==> src/rtl/rr_stream_mux.sv <==
// rr_stream_mux: N-to-1 round-robin stream mux with packet locking and source id tagging
module rr_stream_mux #(
    parameter int WIDTH = 8,
    parameter int N = 4,
    parameter int ID_W = 2
) (
    input  logic               clk,
    input  logic               rst_n,
    input  logic [N-1:0]       in_valid,
    output logic [N-1:0]       in_ready,
    input  logic [N*WIDTH-1:0] in_data,
    input  logic [N-1:0]       in_last,
    output logic               out_valid,
    input  logic               out_ready,
    output logic [WIDTH-1:0]   out_data,
    output logic [ID_W-1:0]    out_id,
    output logic               out_last
);
    localparam int PW = $clog2(N);
    typedef enum logic {IDLE, LOCKED} state_t;
    state_t state;
    logic [PW-1:0] ptr, lock_ch, gnt, gnt_next;
    logic [PW:0] cand;
    logic found, load;
    assign load = ~out_valid | out_ready;
    assign gnt_next = (gnt == PW'(N - 1)) ? '0 : gnt + 1'b1;
    assign in_ready = (rst_n && load && found) ? (N)'(1) << gnt : '0;
    // Grant the locked channel, or the first requester at or after ptr (descending scan, lowest offset wins)
    always_comb begin
        gnt = lock_ch;
        found = in_valid[lock_ch];
        cand = '0;
        if (state == IDLE) begin
            found = 1'b0;
            for (int k = N - 1; k >= 0; k--) begin
                cand = {1'b0, ptr} + (PW+1)'(k);
                cand = (cand >= (PW+1)'(N)) ? cand - (PW+1)'(N) : cand;
                if (in_valid[cand[PW-1:0]]) begin
                    gnt = cand[PW-1:0];
                    found = 1'b1;
                end
            end
        end
    end
    // Output register and arbiter state advance together whenever the output slot can take a beat
    always_ff @(posedge clk or negedge rst_n) begin
        if (!rst_n) begin
            out_valid <= 1'b0;
            out_data  <= '0;
            out_id    <= '0;
            out_last  <= 1'b0;
            ptr       <= '0;
            lock_ch   <= '0;
            state     <= IDLE;
        end else if (load) begin
            out_valid <= found;
            if (found) begin
                out_data <= in_data[gnt*WIDTH +: WIDTH];
                out_id   <= ID_W'(gnt);
                out_last <= in_last[gnt];
                if (in_last[gnt]) begin
                    state <= IDLE;
                    ptr   <= gnt_next;
                end else begin
                    state   <= LOCKED;
                    lock_ch <= gnt;
                end
            end
        end
    end
endmodule

==> config.mk <==
export PLATFORM = sky130hd
export DESIGN_NAME = rr_stream_mux
export DESIGN_NICKNAME = d
export VERILOG_FILES = /design/src/rtl/rr_stream_mux.sv
export SDC_FILE = /design/constraint.sdc
export NUM_CORES = 1
export LEC_CHECK = 0
export CELL_PAD_IN_SITES_DETAIL_PLACEMENT = 0
export CELL_PAD_IN_SITES_GLOBAL_PLACEMENT = 1
export CORE_MARGIN = 2
export CORE_UTILIZATION = 34
export CTS_CLUSTER_SIZE = 16
export DETAILED_ROUTE_END_ITERATION = 8
export PLACE_DENSITY = 0.89
export SYNTH_ARGS = -nofsm -noshare
export SYNTH_HDL_FRONTEND = slang
export SYNTH_SLANG_ARGS = --single-unit
==> constraint.sdc <==
create_clock -name clk -period 8 [get_ports clk]
set_input_delay 1.6 -clock clk [delete_from_list [all_inputs] [get_ports clk]]
set_output_delay 1.6 -clock clk [all_outputs]
set_load 0.03 [all_outputs]
==> flow_summary.json <==
{
  "status": "completed",
  "routabilityCongestion": 0.782,
  "num_vias": 1302,
  "gr-total-overflow": 0,
  "drv_slew": 0,
  "start_util_pct": 35.7,
  "grt_usage_pct": 14.7,
  "power_density_mw_per_mm2": 397,
  "ys_seq_area_share_pct": 29.6,
  "gr-usage-met3_pct": 5.41,
  "top_usage_layer": "met2",
  "cts_tree": "built",
  "peakVddDrop_v": 0.000214,
  "cts_buffer_depth": 2,
  "synth_area_per_cell_um2": 9.28,
  "tns_ps": 0,
  "cts_setup_buffers": 0,
  "leakage_nw": 0.855,
  "worstMarginPinSlew_ps": 894,
  "grt_max_degree": 23,
  "dp_hpwl_mm": 2.61,
  "layout-drive-gt1-share_pct": 12.7,
  "num_rows": 23,
  "clk_latency_ps": 250,
  "rsz0062_at_grt": "no",
  "grt_first_pass_wirelength_mm": 5.85,
  "pre_cts_slack_ps": 1630,
  "use_met2_pct": 25.9,
  "period_minus_slack_ps": 6380,
  "timing.fmax_mhz": 157,
  "setup.worst_path.start_class": "input port",
  "maxCapViolCount": 0,
  "port_buffers": 58,
  "syn_area_mm2": 0.00144,
  "clock-root-buffer": "clkbuf_8",
  "dr.pass1.iters": 4,
  "synthTopCellsByArea": "dfrtp_1 30%, mux2_2 7.0%, nand2_1 6.3%, a211oi_1 5.2%, a31oi_1 4.3%",
  "grt.met1_usage_pct": 17.1,
  "cp_max_fo": 22,
  "mostFrequentLayoutCell": "clkdlybuf4s50_1",
  "synth_seq_cells": 17,
  "ff2ff_path_depth": 6,
  "setup_viol": 0,
  "die_area_mm2": 0.00477,
  "ys_warn_count": 0,
  "wire_per_inst_um": 13.8,
  "critPathKind": "in2out",
  "drt_drc_violations_left": 0,
  "core_mm2": 0.00403,
  "yosysUniqueCellTypes": 44,
  "syn_inst": 155,
  "arrival_ps": 4780,
  "min_path_type": "reg2reg",
  "synth_top_area_share_pct": 29.6,
  "die_h_um": 69.1,
  "post-route-period-util_pct": 79.7,
  "antenna_found_initial": 0,
  "synth-async-reset-ratio_pct": 100,
  "clk_pin_slew_ps": 70,
  "setup_ws_ps": 1620,
  "synth_flop_cell": "dfrtp_1",
  "slew_headroom_pct": 40.2,
  "numCtsBuffers": 3,
  "cts.sinks": 17,
  "synthesis.nets": 202,
  "syn_to_final_growth_pct": 42.5,
  "yosysTopAreaCell": "dfrtp_1",
  "n_antenna_cell": 0,
  "post_cts_resized": 0,
  "skew_ps": 3.06,
  "holdBufCountCts": 0,
  "hold_viol": 0,
  "drt-initial-drc-count": 95,
  "final_cell_mix": "58 x clkdlybuf4s50_1, 24 x nand2_1, 17 x dfrtp_1",
  "drt-total-wl_mm": 3.51,
  "synth_edf_count": 0,
  "h-tree-depth": 1,
  "fin_nets": 252,
  "grt_pass1_vias": 1298,
  "drtAntennaViolNets": 0,
  "hold_depth": 1,
  "worstSetupEndpointType": "primary output",
  "die_w_um": 69.1,
  "via_per_inst": 5.13,
  "pin_count": 59,
  "crit_required_ps": 6400
}
-- stage by stage --
step                      power, mW  util [%]  hold slack (ps)  std cells  instance area [um^2]
final                         0.814      50.9              493        254                  2050
after global routing          0.883      50.9              527        254                  2050
after CTS                     0.823      50.9              494        254                  2050
after detailed placement      0.754      49.8              477        250                  2000
after global placement        0.747      49.8              473        250                  2000
after floorplan               0.609         -              564        155                  1440
-- layout make-up --
class,count,area [um^2]
fillers,415,1980
repair buffers,59,588
clock inverters,1,5.00
inverters,5,18.8
well taps,50,62.6
clock buffers,3,41.3
flip-flops and latches,17,425
multi-input cells,119,910
-- report_power, final --
part	internal (mW)	switching (mW)
clock	0.0346	0.0308
sequential	0.132	0.0590
combinational	0.265	0.293
total	0.432	0.382
-- logic make-up (layout without fill, tap and decap cells) --
kind of cell,count (synthesis),after routing,share of synthesized area [%]
xor+xnor,1,1,0.609
simple gates,58,58,21.0
buf+inv,19,68,8.00
fa+ha+maj,4,4,3.48
compound gates,38,38,21.2
flops,17,17,29.6
mux,18,18,16.1
-- cells in the mapped netlist (3+ instances only) --
master,n
nand2_1,24
dfrtp_1,17
nor2_1,7
mux2i_1,4
and3_1,4
and2_1,8
inv_1,3
a211oi_1,10
a31oi_1,10
ha_1,4
nand2b_1,4
buf_2,8
mux2_2,9
mux2_4,3
-- critical path: stages --
cell and delay [ps]:
clkdlybuf4s50_1 560, or4_1 560, a31oi_1 250, o21a_1 670, inv_2 150, ha_1 240, and3_1 140, clkdlybuf4s50_1 600
-- flip-flops by register name, summed over array words and instances, names as in the netlist --
name / cells
lock_ch: 2
out_data: 8
out_id: 2
out_last: 1
out_valid: 1
ptr: 2
state: 1
-- final timing paths --
path	from	to	slack [ps]
setup / recovery	in_valid[2]	in_ready[2]	1620
hold / removal	out_last$_DFFE_PN0P_	out_last$_DFFE_PN0P_	490
setup reg to reg	ptr[1]$_DFFE_PN0P_	ptr[1]$_DFFE_PN0P_	4710
hold reg to reg	out_last$_DFFE_PN0P_	out_last$_DFFE_PN0P_	490
max in group asynchronous	rst_n	out_data[0]$_DFFE_PN0P_	5600
min in group asynchronous	rst_n	out_data[6]$_DFFE_PN0P_	1850
-- per-layer routing --
metal	vias to the layer above	part of all wire (%)
li1	662	-
met1	592	44
met2	46	47
met3	2	9.5
met4	0	0.34
met5	-	0
(Power assumes the default switching activity.)
